File: src/rtl/cw305_bridge_pkg.sv
// -----------------------------------------------------------------------------
// cw305_bridge_pkg
// Shared definitions for the CW305 -> X-HEEP programming bridge:
//   - bridge_state_e : FSM state encoding
//   - STAT_*         : bit positions inside the USB status byte
//   - OBI_BE_ALL     : byte enable driven on every OBI write (full word)
// -----------------------------------------------------------------------------
package cw305_bridge_pkg;

  typedef enum logic [2:0] {
    IDLE      = 3'd0,
    ADDR_ACK  = 3'd1,
    REQ       = 3'd2,
    RESP      = 3'd3,
    INSTR_ACK = 3'd4,
    CLR_WAIT  = 3'd5
  } bridge_state_e;

  localparam int STAT_EN        = 0;
  localparam int STAT_INSTR_VLD = 1;
  localparam int STAT_ADDR_VLD  = 2;

  localparam logic [3:0] OBI_BE_ALL = 4'hF;

endpackage

File: src/rtl/cw305_heep_prog_bridge_if.sv
// -----------------------------------------------------------------------------
// cw305_heep_prog_bridge_if
// OBI write channel between the programming bridge and the X-HEEP bus.
//   master modport : bridge side (drives req/addr/we/be/wdata)
//   slave  modport : bus side    (drives gnt/rvalid)
// Signal names follow the bridge's view of the bus (_o driven by the bridge,
// _i driven by the bus).
// -----------------------------------------------------------------------------
interface cw305_heep_prog_bridge_if #(
  parameter int unsigned pINSTR_WIDTH = 32
);

  logic                    obi_req_o;
  logic                    obi_gnt_i;
  logic [pINSTR_WIDTH-1:0] obi_addr_o;
  logic                    obi_we_o;
  logic [3:0]              obi_be_o;
  logic [pINSTR_WIDTH-1:0] obi_wdata_o;
  logic                    obi_rvalid_i;

  modport master (
    output obi_req_o, obi_addr_o, obi_we_o, obi_be_o, obi_wdata_o,
    input  obi_gnt_i, obi_rvalid_i
  );

  modport slave (
    input  obi_req_o, obi_addr_o, obi_we_o, obi_be_o, obi_wdata_o,
    output obi_gnt_i, obi_rvalid_i
  );

endinterface

File: src/rtl/cw305_bridge_timeout.sv
// -----------------------------------------------------------------------------
// cw305_bridge_timeout
// Loadable down-counter guarding one OBI phase. Loading presets the count to
// pTIMEOUT-1; while enabled it counts down to zero and o_expired is raised in
// the pTIMEOUT-th enabled cycle after the load.
//   clk, rst_n : clock, asynchronous active-low reset
//   i_load     : restart the count (asserted on entry to a guarded phase)
//   i_en       : guarded phase is active
//   o_expired  : limit reached while enabled
// -----------------------------------------------------------------------------
module cw305_bridge_timeout #(
  parameter int unsigned pTIMEOUT = 1024
) (
  input  logic clk,
  input  logic rst_n,
  input  logic i_load,
  input  logic i_en,
  output logic o_expired
);

  localparam int unsigned CW = $clog2(pTIMEOUT + 1);

  logic [CW-1:0] r_cnt;

  always_ff @(posedge clk or negedge rst_n) begin
    if (!rst_n) begin
      r_cnt <= '0;
    end else if (i_load) begin
      r_cnt <= CW'(pTIMEOUT - 1);
    end else if (i_en && (r_cnt != '0)) begin
      r_cnt <= r_cnt - 1'b1;
    end
  end

  assign o_expired = i_en && (r_cnt == '0);

endmodule

File: src/rtl/cw305_heep_prog_bridge.sv
// -----------------------------------------------------------------------------
// cw305_heep_prog_bridge
// Consumes the CW305 USB programming registers and writes each host-supplied
// instruction word into X-HEEP memory through an OBI master port.
//   usb_clk, rst_ni         : clock, asynchronous active-low reset
//   I_status                : [0] enable, [1] instr valid, [2] new-address valid
//   I_instruction/I_address : host-written words
//   O_reset_new_addr_valid  : active-low one-cycle clear for status[2]
//   O_reset_instr_valid     : active-low one-cycle clear for status[1]
//   obi (master)            : OBI write channel
//   O_busy                  : FSM not in IDLE
//   O_word_count            : instructions written since last address load
//   O_err                   : sticky OBI timeout flag
// Optional feature: define BRIDGE_TIMEOUT_EN to bound each OBI phase to
// pTIMEOUT cycles; otherwise the bridge waits forever and O_err is 0.
// -----------------------------------------------------------------------------
module cw305_heep_prog_bridge
  import cw305_bridge_pkg::*;
#(
  parameter int unsigned pINSTR_WIDTH = 32,
  parameter int unsigned pADDR_INCR   = 4,
  parameter int unsigned pTIMEOUT     = 1024
) (
  input  logic                    usb_clk,
  input  logic                    rst_ni,
  input  logic [7:0]              I_status,
  input  logic [pINSTR_WIDTH-1:0] I_instruction,
  input  logic [pINSTR_WIDTH-1:0] I_address,
  output logic                    O_reset_new_addr_valid,
  output logic                    O_reset_instr_valid,
  output logic                    O_busy,
  output logic [15:0]             O_word_count,
  output logic                    O_err,
  cw305_heep_prog_bridge_if.master obi
);

  // Word-aligned addresses only: bits [1:0] of the pointer are kept at zero.
  localparam logic [pINSTR_WIDTH-1:0] ADDR_MASK = ~pINSTR_WIDTH'(3);
  localparam logic [pINSTR_WIDTH-1:0] ADDR_INCR = pINSTR_WIDTH'(pADDR_INCR);

  bridge_state_e           r_state;
  logic [pINSTR_WIDTH-1:0] r_ptr;
  logic [pINSTR_WIDTH-1:0] r_wdata;
  logic                    r_req;
  logic                    r_we;
  logic                    r_clr_addr_n;
  logic                    r_clr_instr_n;
  logic                    r_busy;
  logic [15:0]             r_count;
  logic                    r_ack_addr;   // flag CLR_WAIT watches: 1=addr, 0=instr
  logic                    w_flag_still_set;

  assign w_flag_still_set = r_ack_addr ? I_status[STAT_ADDR_VLD]
                                       : I_status[STAT_INSTR_VLD];

`ifdef BRIDGE_TIMEOUT_EN
  logic r_err;
  logic w_tmo_load;
  logic w_tmo_expired;

  // Restart the limit on every entry into REQ (from IDLE) and RESP (on grant).
  assign w_tmo_load = ((r_state == IDLE) && I_status[STAT_EN] &&
                       I_status[STAT_INSTR_VLD] && !I_status[STAT_ADDR_VLD]) ||
                      ((r_state == REQ) && obi.obi_gnt_i);

  cw305_bridge_timeout #(
    .pTIMEOUT (pTIMEOUT)
  ) u_timeout (
    .clk       (usb_clk),
    .rst_n     (rst_ni),
    .i_load    (w_tmo_load),
    .i_en      ((r_state == REQ) || (r_state == RESP)),
    .o_expired (w_tmo_expired)
  );

  assign O_err = r_err;
`else
  logic w_unused_tmo;
  assign w_unused_tmo = (pTIMEOUT == 0);
  assign O_err        = 1'b0;
`endif

  // NOTE: every output is a flop set on the transition into the state where it
  // must be visible, so the pulse/request appears exactly in that state's cycle;
  // all state uses non-blocking assignments so updates take effect together.
  always_ff @(posedge usb_clk or negedge rst_ni) begin
    if (!rst_ni) begin
      r_state       <= IDLE;
      r_ptr         <= '0;
      r_wdata       <= '0;
      r_req         <= 1'b0;
      r_we          <= 1'b0;
      r_clr_addr_n  <= 1'b1;
      r_clr_instr_n <= 1'b1;
      r_busy        <= 1'b0;
      r_count       <= '0;
      r_ack_addr    <= 1'b0;
`ifdef BRIDGE_TIMEOUT_EN
      r_err         <= 1'b0;
`endif
    end else begin
      case (r_state)
        IDLE: begin
          if (I_status[STAT_EN]) begin
            // Address flag takes priority when both flags are pending.
            if (I_status[STAT_ADDR_VLD]) begin
              r_ptr        <= I_address & ADDR_MASK;
              r_count      <= '0;
              r_clr_addr_n <= 1'b0;
              r_ack_addr   <= 1'b1;
              r_busy       <= 1'b1;
              r_state      <= ADDR_ACK;
            end else if (I_status[STAT_INSTR_VLD]) begin
              r_wdata    <= I_instruction;
              r_req      <= 1'b1;
              r_we       <= 1'b1;
              r_ack_addr <= 1'b0;
              r_busy     <= 1'b1;
              r_state    <= REQ;
            end
          end
        end

        ADDR_ACK: begin
          r_clr_addr_n <= 1'b1;
          r_state      <= CLR_WAIT;
        end

        REQ: begin
          if (obi.obi_gnt_i) begin
            r_req   <= 1'b0;
            r_we    <= 1'b0;
            r_state <= RESP;
          end
`ifdef BRIDGE_TIMEOUT_EN
          else if (w_tmo_expired) begin
            r_req         <= 1'b0;
            r_we          <= 1'b0;
            r_err         <= 1'b1;
            r_clr_instr_n <= 1'b0;
            r_state       <= INSTR_ACK;
          end
`endif
        end

        RESP: begin
          if (obi.obi_rvalid_i) begin
            r_ptr         <= (r_ptr + ADDR_INCR) & ADDR_MASK;
            r_count       <= r_count + 16'd1;
            r_clr_instr_n <= 1'b0;
            r_state       <= INSTR_ACK;
          end
`ifdef BRIDGE_TIMEOUT_EN
          else if (w_tmo_expired) begin
            r_err         <= 1'b1;
            r_clr_instr_n <= 1'b0;
            r_state       <= INSTR_ACK;
          end
`endif
        end

        INSTR_ACK: begin
          r_clr_instr_n <= 1'b1;
          r_state       <= CLR_WAIT;
        end

        CLR_WAIT: begin
          // Hold off until the register block has dropped the flag we acked,
          // otherwise the same flag would be consumed a second time.
          if (!w_flag_still_set) begin
            r_busy  <= 1'b0;
            r_state <= IDLE;
          end
        end

        default: begin
          r_state <= IDLE;
        end
      endcase
    end
  end

  logic w_unused_in;
  assign w_unused_in = ^{I_status[7:3], I_address[1:0]};

  assign O_reset_new_addr_valid = r_clr_addr_n;
  assign O_reset_instr_valid    = r_clr_instr_n;
  assign O_busy                 = r_busy;
  assign O_word_count           = r_count;

  assign obi.obi_req_o   = r_req;
  assign obi.obi_addr_o  = r_ptr;
  assign obi.obi_we_o    = r_we;
  assign obi.obi_be_o    = OBI_BE_ALL;
  assign obi.obi_wdata_o = r_wdata;

endmodule

File: src/flat_wrapper.sv
// flat-port wrapper written by rule: the top's interface ports become plain ports
module cw305_heep_prog_bridge_flat import cw305_bridge_pkg::*;
#(
  parameter int unsigned pINSTR_WIDTH = 32,
  parameter int unsigned pADDR_INCR   = 4,
  parameter int unsigned pTIMEOUT     = 1024
)
  (usb_clk, rst_ni, I_status, I_instruction, I_address, O_reset_new_addr_valid, O_reset_instr_valid, O_busy, O_word_count, O_err, obi_obi_req_o, obi_obi_addr_o, obi_obi_we_o, obi_obi_be_o, obi_obi_wdata_o, obi_obi_gnt_i, obi_obi_rvalid_i);
  cw305_heep_prog_bridge_if #(.pINSTR_WIDTH(pINSTR_WIDTH)) obi_i ();
  input  logic usb_clk;
  input  logic rst_ni;
  input  logic [7:0] I_status;
  input  logic [pINSTR_WIDTH-1:0] I_instruction;
  input  logic [pINSTR_WIDTH-1:0] I_address;
  output logic O_reset_new_addr_valid;
  output logic O_reset_instr_valid;
  output logic O_busy;
  output logic [15:0] O_word_count;
  output logic O_err;
  output wire logic [$bits(obi_i.obi_req_o)-1:0] obi_obi_req_o;
  output wire logic [$bits(obi_i.obi_addr_o)-1:0] obi_obi_addr_o;
  output wire logic [$bits(obi_i.obi_we_o)-1:0] obi_obi_we_o;
  output wire logic [$bits(obi_i.obi_be_o)-1:0] obi_obi_be_o;
  output wire logic [$bits(obi_i.obi_wdata_o)-1:0] obi_obi_wdata_o;
  input wire logic [$bits(obi_i.obi_gnt_i)-1:0] obi_obi_gnt_i;
  input wire logic [$bits(obi_i.obi_rvalid_i)-1:0] obi_obi_rvalid_i;
  assign obi_obi_req_o = obi_i.obi_req_o;
  assign obi_obi_addr_o = obi_i.obi_addr_o;
  assign obi_obi_we_o = obi_i.obi_we_o;
  assign obi_obi_be_o = obi_i.obi_be_o;
  assign obi_obi_wdata_o = obi_i.obi_wdata_o;
  assign obi_i.obi_gnt_i = obi_obi_gnt_i;
  assign obi_i.obi_rvalid_i = obi_obi_rvalid_i;
  cw305_heep_prog_bridge #(.pINSTR_WIDTH(pINSTR_WIDTH), .pADDR_INCR(pADDR_INCR), .pTIMEOUT(pTIMEOUT)) u_core (.usb_clk(usb_clk), .rst_ni(rst_ni), .I_status(I_status), .I_instruction(I_instruction), .I_address(I_address), .O_reset_new_addr_valid(O_reset_new_addr_valid), .O_reset_instr_valid(O_reset_instr_valid), .O_busy(O_busy), .O_word_count(O_word_count), .O_err(O_err), .obi(obi_i));
endmodule
File: config.mk
export PLATFORM = sky130hd
export DESIGN_NAME = cw305_heep_prog_bridge_flat
export DESIGN_NICKNAME = d
export VERILOG_FILES = /design/src/rtl/cw305_bridge_pkg.sv /design/src/rtl/cw305_heep_prog_bridge_if.sv /design/src/rtl/cw305_bridge_timeout.sv /design/src/rtl/cw305_heep_prog_bridge.sv /design/src/flat_wrapper.sv
export SDC_FILE = /design/constraint.sdc
export NUM_CORES = 1
export LEC_CHECK = 0
export BUFFER_PORTS_ARGS = -buffer_cell sky130_fd_sc_hd__clkbuf_2
export CORE_UTILIZATION = 36
export CTS_BUF_LIST = sky130_fd_sc_hd__clkbuf_2 sky130_fd_sc_hd__clkbuf_4 sky130_fd_sc_hd__clkbuf_8
export CTS_CLUSTER_DIAMETER = 40
export DETAILED_ROUTE_END_ITERATION = 10
export MAX_ROUTING_LAYER = met4
export RECOVER_POWER = 25
export SLEW_MARGIN = 30
export SYNTH_ARGS = -nofsm -noshare
export SYNTH_HDL_FRONTEND = slang
export SYNTH_SLANG_ARGS = --single-unit
File: constraint.sdc
create_clock -name usb_clk -period 3.2 [get_ports usb_clk]
set_clock_uncertainty 0.2 [all_clocks]
set_input_delay 0.64 -clock usb_clk [delete_from_list [all_inputs] [get_ports usb_clk]]
set_output_delay 0.64 -clock usb_clk [all_outputs]
set_load 0.05 [all_outputs]
# --- Word level (Yosys, flattened, before mapping) ---
# Index checks and enable logic that the tools add are counted.
op_classes:
  div: 0
  n_lt_le_gt_ge: 0
  n_reduce_logical: 16
  mul: 0
  shift: 0
  addsub: 2
  n_mux: 32
  bitwise: 1
  eq_ne: 13
ops:
  columns: ["operator", "n"]
  rows:
  - ["32-bit 2-to-1 mux", 3]
  - ["32-bit case mux with 2 select lines", 1]
  - ["16-bit 2-to-1 mux", 3]
  - ["32-bit by 3-bit adder with 32-bit output, second input constant", 1]
  - ["16-bit case mux with 2 select lines", 1]
  - ["3-bit 2-to-1 mux", 6]
  - ["16-bit by 1-bit adder with 16-bit output, second input constant", 1]
  - ["3-bit case mux with 5 select lines", 1]
  - ["2-bit != test, second input constant", 7]
  - ["1-bit 2-to-1 mux", 13]
  - ["4-bit AND reduction", 3]
  - ["2-bit nonzero test", 6]
  - ["5-bit AND reduction", 2]
  - ["1-bit case mux with 2 select lines", 4]
  - ["3-bit by 2-bit == test with 1-bit output, second input constant", 2]
  - ["3-bit == test, second input constant", 2]
  - ["3-bit AND reduction", 2]
  - ["3-bit by 1-bit == test with 1-bit output, second input constant", 1]
  - ["3-bit logical NOT", 1]
  - ["3-bit != test, second input constant", 1]
  - ["2-bit AND reduction", 1]
  - ["2-bit OR reduction", 1]
  - ["1-bit NOT", 1]
totals:
  regBits: 88
  latch_bits: 0
  out_inout_bits: 90
  ram_bits: 0
  romBits: 0
  word_cells: 73
  memories: 0
  inputBits: 76

# --- Logic depth before layout (Yosys ltp) ---
# Gate-level depths: netlist of run 1.
logic_depth:
  word_depth: 4
  depth_mapped: 7
  ltp_nobuf: 6

# --- Worst setup path after synthesis of run 1 ---
# Ideal clock, no wire load.
synth_timing:
  path_kind: "reg-to-reg"
  start: "register u_core.r_ptr[2], in the netlist u_core.obi.obi_addr_o[2]"
  end: "register u_core.r_ptr[20], in the netlist u_core.obi.obi_addr_o[20]"
  required_ns: 2.913
  setup_slack_ns: 0.875
  period_less_slack_ns: 2.325
  setup_ns: 0.087
  n_path_buf: 0
  path_stages_with_launch: 7
  t_arrival_ns: 2.038
  cell_sequence: "dfrtp_1 -> ha_1 -> nand3_2 -> or3_4 -> nor2_2 -> a211oi_1 -> a211oi_2"
synth_between:
  elab_chain_len: 3
synth_lines:
  columns: ["item", "line", "source"]
  rows:
  - ["start, declared", "cw305_heep_prog_bridge.sv:42", "logic [pINSTR_WIDTH-1:0] r_ptr;"]
  - ["start signal, assigned", "cw305_heep_prog_bridge.sv:107", "r_ptr <= I_address & ADDR_MASK;"]
  - ["start signal, assigned", "cw305_heep_prog_bridge.sv:148", "r_ptr <= (r_ptr + ADDR_INCR) & ADDR_MASK;"]
  - ["32-bit by 3-bit adder with 32-bit output", "cw305_heep_prog_bridge.sv:148", null]
  - ["32-bit 2-to-1 mux", "cw305_heep_prog_bridge.sv:147", "if (obi.obi_rvalid_i) begin"]
  - ["32-bit case mux with 2 select lines", "cw305_heep_prog_bridge.sv:102", "case (r_state)"]
# Every way passes these cells. The select of a mux whose other input is x is not followed.
# A chain may end at the register's enable or synchronous reset.

# --- Worst setup path in the final report of run 1 ---
layout_timing:
  start: "register u_core.r_state[1]"
  end: "register u_core.r_ptr[16], in the netlist u_core.obi.obi_addr_o[16]"
layout_between:
  elab_chain_len: 3
  elab_cells_between_ends: 8
  cone_classes: "eq/ne (4); mux (1); reduce/logical (3)"
layout_lines:
  columns: ["item", "line", "source"]
  rows:
  - ["start, declared", "cw305_heep_prog_bridge.sv:41", "bridge_state_e r_state;"]
  - ["start signal, assigned", "cw305_heep_prog_bridge.sv:88", "r_state <= IDLE;"]
  - ["start signal, assigned", "cw305_heep_prog_bridge.sv:112", "r_state <= ADDR_ACK;"]
  - ["start signal, assigned", "cw305_heep_prog_bridge.sv:119", "r_state <= REQ;"]
  - ["3-bit by 2-bit == test with 1-bit output / 3-bit logical NOT (equally long branches)", "cw305_heep_prog_bridge.sv:102", null]
  - ["2-bit != test (no source line) / 2-bit nonzero test (equally long branches)", null, null]
  - ["4-bit AND reduction (no source line)", null, null]
# Several ways; a longest one is shown, not always the timed one.

==> qor.csv, run 1 <==
stage;metric;value;unit
status;outcome;complete, but fails checks;
status;violations;DRC;
synth;yosys.area_share.xor_xnor;2.60;%
final_layout;nFillCells;1120;
grt;antenna_found_initial;0;
worst_setup_path;required;3.28;ns
die;die_h;112;um
synth;synthCells;429;
detailed_routing;drc;12;
power_and_ir_drop;worst_ir_drop_vdd;0.000726;V
power_and_ir_drop;power;5.63;mW
final_layout;diodes;0;
grt;grt_pass1_wl;19.2;mm
die;initial_core_util;37.7;%
synth;ys_ff_latch;86;
synth;synth_edf_count;0;
worst_setup_path;rr_worst_depth;6;
clock_network;ctsHoldBuffers;0;
clock_network;clk_path_buf_depth;2;
detailed_routing;drt_iter0_drc;230;
sta;report.final.slew_viol_count;0;
synth;synth_area_leaders;dfrtp_1, mux2_2, nand2_1, nor2_1, a21oi_1;
final_layout;final_cell_mix;clkbuf_2, dfrtp_1, nand2_1, nor2_1, mux2_2;
grt;track_usage;20.2;%
clock_network;cts_tree;built;
detailed_routing;met1_length;5.20;mm
sta;tns;0;ns
detailed_routing;first_pass_iters;7;
sta;period_needed;2.42;ns
final_layout;multiInputGateArea;0.00207;sq mm
worst_setup_path;crit_arrival;2.49;ns
placed_design;dp_slack;0.726;ns
placed_design;placed_area;0.00525;sq mm
synth;synth.distinct_cells;53;
synth;netlist.area_leader.share;48.0;%
final_layout;design_area;0.00545;sq mm
clock_network;cts_made_buffers;9;
sta;maxSlewHeadroom;7.33;%
synth;synthFlopType;dfrtp_1;
worst_setup_path;crit_path_start_kind;flip-flop;
hold_path;holdCritPathClass;in2reg;
synth;async_flop_share;100;%
clock_network;clk_pin_slew;0.09;ns
detailed_routing;highest_layer;met4;
die;rows;39;
detailed_routing;wl_per_cell;16.4;um
placed_design;hpwl;8.47;mm
die;io_pins;166;
power_and_ir_drop;power.leakage;2.59;nW
detailed_routing;ant_nets;0;
synth;syn_avg_cell_area;10.2;sq um
sta;max_freq;414;MHz
placed_design;gp_congestion;0.849;
die;dieArea;0.0126;sq mm
final_layout;fin_nets;653;
power_and_ir_drop;powerDensity;1030;mW/mm^2
clock_network;postCtsSetupRepairBufs;0;
sta;setup_violations;0;
synth;synthMuxAreaShare;8.69;%
grt;grt_max_degree;55;
synth;yosys.area_share.simple;20.6;%
final_layout;layout_commonest_cell;clkbuf_2;
die;fp.dieW;112;um
detailed_routing;viasPerCell;5.31;
placed_design;io_buffers;151;
synth;yosys.area_share.adder;0.571;%
final_layout;regArea;0.00215;sq mm
clock_network;post_cts_resized;0;
hold_path;hold_path_depth;3;
sta;hold_viol;0;
synth;synth_area;0.00438;sq mm
detailed_routing;vias;3839;
final_layout;syn_to_final_growth;24.5;%
run;drv_cap;0;
worst_setup_path;critical_path_class;reg2reg;
synth;synth_top_family_by_area;simple AND/OR/NAND/NOR gates;
synth;ys_warn_count;0;
grt;grt_pass1_vias;3742;
sta;post-route-period-util;75.5;%
final_layout;layout-drive-gt1-share;39.7;%
clock_network;root_buffer;clkbuf_8;
detailed_routing;dr_wl_met2;5.63;mm
grt;grt-ovfl-total;0;
sta;setup_slack;0.784;ns
worst_setup_path;worstPathMaxFanout;23;
die;core;0.0116;sq mm
detailed_routing;wl_met3;947;um
synth;synth_compound_area_share;14.1;%
synth;yosys.area.top_type;dfrtp_1;
sta;rsz0062_at_grt;no;
clock_network;cts.sinks;86;
clock_network;clk_latency;0.37;ns
synth;yosysSeqAreaShare;49.2;%
sta;max_slew.worst_pin.slew;1.39;ns
worst_setup_path;crit_path_end_kind;flip-flop;
clock_network;htreeDepth;3;
detailed_routing;routed_wl;11.9;mm
layout make-up:
type | count | share of cell area, %
multi-input combinational | 313 | 37.9
inverter | 7 | 0.482
clock inverter | 6 | 1.58
clock buffer | 10 | 2.41
sequential | 86 | 39.5
timing repair buffer | 158 | 14.8
tap | 143 | 3.28
per-layer routing:
metal	vias up	track usage, %
met5	-	-
met4	0	6.13
li1	1841	-
met1	1828	25.2
met2	164	31.7
met3	6	5.83
flip-flops by register name, summed over array words and instances (netlist names):
register and cells:
u_core.obi.obi_req_o 1, u_core.obi.obi_addr_o 30, u_core.O_word_count 16, u_core.O_reset_new_addr_valid 1, u_core.r_ack_addr 1, u_core.O_reset_instr_valid 1, u_core.r_state 3, u_core.obi.obi_wdata_o 32
u_core.O_busy 1
power breakdown:
part           switching, mW  leakage, nW  internal (mW)
sequential             0.462         1.07           1.52
combinational           2.08         1.40          0.721
clock                  0.408        0.110          0.447
total                   2.95         2.59           2.68
cell families (layout without fill, tap and decap cells):
group	after synthesis	after routing
other	2	7
muxes	34	34
DFF	86	86
adders and majority gates	2	2
xor gates and xnor gates	13	13
AOI/OAI and AO/OA	91	91
and+or+nand+nor	166	166
buffers and inverters	35	181
final timing paths:
kind	start	end	slack (ns)
min	I_address[27]	u_core.obi.obi_addr_o[27]	0.27
min reg2reg	u_core.O_reset_instr_valid	u_core.O_reset_instr_valid	0.29
min in group asynchronous	rst_ni	u_core.obi.obi_addr_o[27]	0.37
max	u_core.r_state[1]	u_core.obi.obi_addr_o[16]	0.78
max in group asynchronous	rst_ni	u_core.obi.obi_wdata_o[25]	0.90
max reg2reg	u_core.r_state[1]	u_core.obi.obi_addr_o[16]	0.78
cell usage after synthesis, types with 4 or more instances:
library cell / number
and4_1: 4
xnor2_1: 7
nor4_1: 4
dfrtp_1: 84
buf_2: 11
a21oi_1: 19
o21ai_1: 8
and2_1: 4
nand4_1: 12
o22ai_1: 12
a22oi_1: 4
inv_1: 7
o21ai_0: 13
xor2_1: 6
nor2_1: 40
mux2_2: 32
and3_1: 9
clkbuf_1: 7
nand3_1: 19
buf_4: 9
nand2_1: 42
a311oi_1: 5
a211oi_1: 8
nor3_1: 11
metrics by stage:
| stage | hold slack [ns] | cells | util (%) |
|---|---|---|---|
| floorplan | 0.144 | 434 | - |
| global placement | 0.274 | 707 | 45.2 |
| detailed placement | 0.278 | 707 | 45.2 |
| CTS | 0.133 | 723 | 47.1 |
| global route | 0.262 | 723 | 46.9 |
| finish | 0.272 | 723 | 46.9 |
critical path: stages, from the launching register on:
cell,delay [ns]
dfrtp_1,0.53
and3b_1,0.25
buf_4,0.17
and2_1,0.29
nor2_4,0.51
a311oi_1,0.10
a211oi_1,0.26
(Power assumes the default switching activity.)
==> run 2: changes to the inputs <==
==> constraint.sdc (replaced) <==
create_clock -name usb_clk -period 2.1 [get_ports usb_clk]
set_clock_uncertainty 0.2 [all_clocks]
set_input_delay 0.42 -clock usb_clk [delete_from_list [all_inputs] [get_ports usb_clk]]
set_output_delay 0.42 -clock usb_clk [all_outputs]
set_load 0.05 [all_outputs]
==> qor.csv, run 2 (synthesis gave the netlist of run 1 again) <==
stage;metric;value;unit;change
status;outcome;complete, but fails checks;;
status;violations;DRC;;
clock_network;clk_latency;0.36;ns;about the same
sta;rsz0062_at_grt;no;;
die;dieArea;0.0126;sq mm;unchanged
worst_setup_path;max_stage_delay;0.44;ns;-0.09 ns
placed_design;gp_congestion;0.880;;+3.7%
die;io_pins;166;;unchanged
worst_setup_path;critPathTopFamily;simple AND/OR/NAND/NOR gates;;
sta;max_freq;500;MHz;+21%
die;fp.dieW;112;um;unchanged
grt;grt-ovfl-total;0;;unchanged
final_layout;diodes;0;;unchanged
power_and_ir_drop;powerDensity;1500;mW/mm^2;+45%
worst_setup_path;required;2.18;ns;-1.10 ns
sta;period_needed;2.00;ns;-0.417 ns
final_layout;regArea;0.00217;sq mm;+0.52%
detailed_routing;wl_per_cell;16.2;um;-1.6%
detailed_routing;routed_wl;12.2;mm;+2.5%
clock_network;clk_pin_slew;0.09;ns;about the same
grt;track_usage;21.0;%;+0.80 points
detailed_routing;vias;4004;;+4.3%
worst_setup_path;critPathSlowestCell;dfrtp_2;;
power_and_ir_drop;worst_ir_drop_vdd;0.000947;V;+30%
die;initial_core_util;37.7;%;unchanged
worst_setup_path;r2r_start;u_core.obi.obi_addr_o[2];;
final_layout;fin_nets;685;;+4.9%
sta;holdWs;0.0659;ns;-0.206 ns
final_layout;final_cell_mix;clkbuf_2, dfrtp_1, nand2_1, nor2_1;;
worst_setup_path;crit_path_start_kind;flip-flop;;
worst_setup_path;crit_path_end_kind;flip-flop;;
final_layout;layout-drive-gt1-share;44.4;%;+4.8 points
worst_setup_path;worstPathMaxFanout;6;;-74%
worst_setup_path;critical_path_class;reg2reg;;
clock_network;root_buffer;clkbuf_8;;
worst_setup_path;crit_arrival;2.08;ns;-0.41 ns
die;die_h;112;um;unchanged
grt;grt_max_degree;34;;-38%
sta;max_slew.worst_pin.slew;0.651;ns;-0.739 ns
detailed_routing;first_pass_iters;9;;+2
final_layout;layout.cells.non_filler;753;;+4.1%
final_layout;multiInputGateArea;0.00209;sq mm;+1.0%
sta;maxSlewHeadroom;56.6;%;+49 points
worst_setup_path;rr_worst_depth;6;;unchanged
final_layout;nFillCells;1116;;-0.36%
clock_network;htreeDepth;3;;unchanged
sta;tns;0;ns;unchanged
sta;report.final.slew_viol_count;0;;unchanged
worst_setup_path;path_cells;ha_4 -> nand3_2 -> or3_4 -> nor2_2 -> a211oi_1 -> a211oi_2;;
clock_network;cts_tree;built;;
grt;grt_pass1_vias;4000;;+6.9%
final_layout;largest_reg_flops;32;;unchanged
clock_network;cts.sinks;86;;unchanged
worst_setup_path;crit_end;u_core.obi.obi_addr_o[20];;
sta;setup_violations;0;;unchanged
clock_network;cts_made_buffers;9;;unchanged
final_layout;layout_commonest_cell;clkbuf_2;;
die;core;0.0116;sq mm;unchanged
detailed_routing;viasPerCell;5.32;;+0.14%
placed_design;io_buffers;151;;unchanged
worst_setup_path;startpoint;u_core.obi.obi_addr_o[2];;
worst_setup_path;cp_num_cells;6;;unchanged
sta;post-route-period-util;95.2;%;+20 points
detailed_routing;drc;9;;-3
sta;hold_viol;0;;unchanged
detailed_routing;drt_iter0_drc;258;;+12%
die;rows;39;;unchanged
clock_network;clk_path_buf_depth;2;;unchanged
grt;grt_pass1_wl;20.3;mm;+6.0%
hold_path;holdCritPathClass;in2reg;;
final_layout;syn_to_final_growth;30.3;%;
power_and_ir_drop;power.leakage;2.73;nW;+5.7%
grt;antenna_found_initial;0;;unchanged
worst_setup_path;r2r-end;u_core.obi.obi_addr_o[20];;
placed_design;place.detailed.instances;736;;+4.1%
run;drv_cap;0;;unchanged
worst_setup_path;critPathBufInv;0;;-1
placed_design;hpwl;9.00;mm;+6.3%
detailed_routing;ant_nets;0;;unchanged
worst_setup_path;r2r_setup_slack;0.10;ns;-0.68 ns
run 2: through the flow:
stage	power [mW]	instance area (sq um)	setup slack, ns	util [%]
floorplan	6.24	4420	0.00589	-
global placement	7.43	5540	0.0713	47.7
detailed placement	7.52	5540	0.0484	47.7
CTS	8.59	5720	0.116	49.2
global route	9.03	5700	0.00545	49.1
finish	8.54	5700	0.101	49.1
run 2: what timing repair did:
| action | CTS | global route |
|---|---|---|
| buffers inserted | 0 | 1 |
| gates resized for setup | 0 | 2 |
| hold endpoints to repair | 22 | 0 |
| hold buffers | 1 | 0 |
| endpoints found under the setup margin | 0 | 3 |
run 2: worst reg2reg max path, delay by kind of cell, from the launching register on:
family | cells | cell delay [ns]
AO/OA/AOI/OAI | 2 | 0.35
flip-flops | 1 | 0.44
adder cells (fa/ha/maj) | 1 | 0.16
AND/OR/NAND/NOR | 3 | 0.78
run 2: metal layers:
layer,track usage [%],wire [um]
met3,4.54,862
met4,8.44,126
met2,31.7,5570
met1,27.4,5600
met5,-,0
run 2: cell type report:
class                      count  area share, %
sequential                    86           38.0
multi-input combinational    314           36.6
clock buffer                  12           2.68
inverter                       7          0.461
clock inverter                 2          0.175
timing repair buffer         189           19.0
tap                          143           3.14
run 2: worst min path at each step:
stage,from,endpoint,slack (ns),cells past startpoint
finish,I_address[27],u_core.obi.obi_addr_o[27],0.07,3
global route,I_instruction[16],u_core.obi.obi_wdata_o[16],0.06,2
CTS,I_address[30],u_core.obi.obi_addr_o[30],0.05,3
detailed placement,rst_ni,u_core.obi.obi_addr_o[29],0.17,1
global placement,rst_ni,u_core.obi.obi_addr_o[20],0.17,1
floorplan,rst_ni,u_core.O_busy,-0.08,0
run 2: where the power goes:
part	switching, mW	leakage, nW	internal (mW)
clock network	0.577	0.0889	0.473
logic	3.29	1.58	1.23
registers	0.644	1.06	2.33
==> run 3: changes to the inputs <==
--- a/config.mk
+++ b/config.mk
@@ -6,11 +6,12 @@
 export NUM_CORES = 1
 export LEC_CHECK = 0
 export BUFFER_PORTS_ARGS = -buffer_cell sky130_fd_sc_hd__clkbuf_2
-export CORE_UTILIZATION = 36
+export CORE_UTILIZATION = 40
 export CTS_BUF_LIST = sky130_fd_sc_hd__clkbuf_2 sky130_fd_sc_hd__clkbuf_4 sky130_fd_sc_hd__clkbuf_8
 export CTS_CLUSTER_DIAMETER = 40
 export DETAILED_ROUTE_END_ITERATION = 10
 export MAX_ROUTING_LAYER = met4
+export PLACE_DENSITY = 0.81
 export RECOVER_POWER = 25
 export SLEW_MARGIN = 30
 export SYNTH_ARGS = -nofsm -noshare
==> qor.csv, run 3 (synthesis gave the netlist of run 1 again) <==
stage;metric;value;unit;change
worst_setup_path;r2r-end;u_core.obi.obi_addr_o[26];;
clock_network;cts_tree;built;;
sta;period_needed;1.97;ns;-0.0291 ns
detailed_routing;ant_nets;0;;unchanged
grt;grt_util_met3;5.41;%;+0.87 points
sta;hold_viol;0;;unchanged
worst_setup_path;critical_path_class;reg2reg;;
detailed_routing;wl_per_cell;16.4;um;+1.7%
final_layout;syn_to_final_growth;29.5;%;
die;rows;37;;-5.1%
worst_setup_path;crit_arrival;2.03;ns;-0.05 ns
hold_path;hold_path_depth;3;;unchanged
detailed_routing;viasPerCell;5.51;;+3.6%
worst_setup_path;required;2.16;ns;-0.02 ns
sta;holdWs;0.0858;ns;+0.0200 ns
final_layout;nFillCells;975;;-13%
sta;max_freq;508;MHz;+1.5%
placed_design;gp_congestion;0.909;;+3.2%
clock_network;root_buffer;clkbuf_8;;
placed_design;io_buffers;151;;unchanged
detailed_routing;vias;4064;;+1.5%
worst_setup_path;startpoint;u_core.obi.obi_addr_o[2];;
clock_network;cts_made_buffers;9;;unchanged
final_layout;fin_nets;675;;-1.5%
final_layout;largest_reg_flops;32;;unchanged
grt;grt_max_degree;47;;+38%
die;die_h;107;um;-5.0%
die;core;0.0105;sq mm;-9.9%
die;initial_core_util;41.9;%;+4.1 points
final_layout;regArea;0.00217;sq mm;unchanged
power_and_ir_drop;worst_ir_drop_vdd;0.00121;V;+28%
sta;max_slew.worst_pin.slew;0.641;ns;-0.0102 ns
worst_setup_path;crit_path_end_kind;flip-flop;;
sta;post-route-period-util;93.8;%;-1.4 points
final_layout;multiInputGateArea;0.00210;sq mm;+0.42%
grt;grt.busiest_layer;met2;;
sta;setup_violations;0;;unchanged
worst_setup_path;r2r_start;u_core.obi.obi_addr_o[2];;
sta;report.final.slew_viol_count;0;;unchanged
worst_setup_path;r2r_setup_slack;0.13;ns;+0.03 ns
clock_network;clk_path_buf_depth;2;;unchanged
clock_network;clk_latency;0.35;ns;about the same
hold_path;hold_end;u_core.obi.obi_addr_o[27];;
run;drv_cap;0;;unchanged
hold_path;hp-start;I_address[27];;
worst_setup_path;rr_worst_depth;6;;unchanged
detailed_routing;routed_wl;12.1;mm;-0.31%
worst_setup_path;crit_path_start_kind;flip-flop;;
die;fp.dieW;107;um;-5.0%
grt;track_usage;22.1;%;+1.2 points
final_layout;final_cell_mix;clkbuf_2, dfrtp_1, nand2_1, nor2_1, mux2_2;;
die;io_pins;166;;unchanged
final_layout;diodes;0;;unchanged
grt;grt_pass1_wl;19.3;mm;-4.9%
final_layout;layout-drive-gt1-share;43.7;%;-0.74 points
power_and_ir_drop;power.leakage;2.70;nW;-1.3%
placed_design;hpwl;9.26;mm;+2.9%
power_and_ir_drop;powerDensity;1510;mW/mm^2;+0.74%
clock_network;htreeDepth;3;;unchanged
worst_setup_path;worstPathMaxFanout;6;;unchanged
clock_network;clk_pin_slew;0.09;ns;about the same
hold_path;holdCritPathClass;in2reg;;
final_layout;layout_commonest_cell;clkbuf_2;;
grt;grt-ovfl-total;0;;unchanged
clock_network;cts.sinks;86;;unchanged
detailed_routing;drt_iter0_drc;259;;+0.39%
detailed_routing;first_pass_iters;5;;-4
die;dieArea;0.0114;sq mm;-9.8%
clock_network;postCtsSetupRepairBufs;0;;unchanged
grt;antenna_found_initial;0;;unchanged
sta;maxSlewHeadroom;57.3;%;+0.68 points
detailed_routing;drc;0;;-9
status;outcome;finished, final reports clean;;
grt;grt_pass1_vias;4033;;+0.83%
sta;rsz0062_at_grt;no;;
grt;use_met1;26.9;%;-0.57 points
grt;use_met2;36.5;%;+4.8 points
sta;tns;0;ns;unchanged
[run 3: through the flow]
step | setup WS, ns | cell area (sq um) | power [mW] | instances | util [%]
final | 0.130 | 5670 | 8.55 | 738 | 54.2
after floorplan | 0.00589 | 4420 | 6.24 | 434 | -
after detailed placement | 0.00280 | 5470 | 7.46 | 721 | 52.3
after CTS | 0.0347 | 5670 | 8.59 | 738 | 54.2
after global placement | 0.0921 | 5470 | 7.32 | 721 | 52.3
after global routing | 0.0118 | 5670 | 8.96 | 738 | 54.2
[run 3: critical path, cell delays in order (launching register included)]
cell and delay, ns:
dfrtp_2 0.45, ha_4 0.17, nand3_2 0.11, or3_4 0.42
nor4_2 0.25, nor3_1 0.09, a211oi_2 0.20
[run 3: area by class of cell]
| type | instances | area share [%] |
|---|---|---|
| inverters | 7 | 0.463 |
| repair buffers | 180 | 18.1 |
| multi-input cells | 313 | 37.0 |
| flip-flops and latches | 86 | 38.2 |
| clock buffers | 10 | 2.32 |
| clock inverters | 6 | 0.927 |
| well taps | 136 | 3.00 |
[run 3: layer usage]
metal | wire length, um | share of wire, %
met5 | 0 | 0
met4 | 113 | 0.93
met3 | 980 | 8.1
met2 | 6040 | 50
met1 | 4990 | 41
[run 3: where the power goes]
part | switching [mW] | internal [mW] | total, mW
Sequential | 0.698 | 2.33 | 3.03
Clock | 0.647 | 0.463 | 1.11
Combinational | 3.23 | 1.18 | 4.41
Total | 4.58 | 3.97 | 8.55
[run 3: timing repair]
| item | in CTS | in global routing |
|---|---|---|
| resized for setup | 0 | 4 |
| hold endpoints to repair | 20 | 0 |
| hold buffers | 1 | 0 |
| endpoints found under the setup margin | 0 | 6 |
[run 3: how the worst max path moves through the flow]
stage | slack, ns | endpoint | cells after the start
global placement | 0.09 | u_core.obi.obi_addr_o[8] | 6
CTS | 0.03 | u_core.obi.obi_addr_o[26] | 5
global route | 0.01 | u_core.obi.obi_addr_o[28] | 5
detailed placement | 0.003 | u_core.obi.obi_addr_o[16] | 7
floorplan | 0.006 | u_core.O_word_count[13] | 5
finish | 0.13 | u_core.obi.obi_addr_o[26] | 6
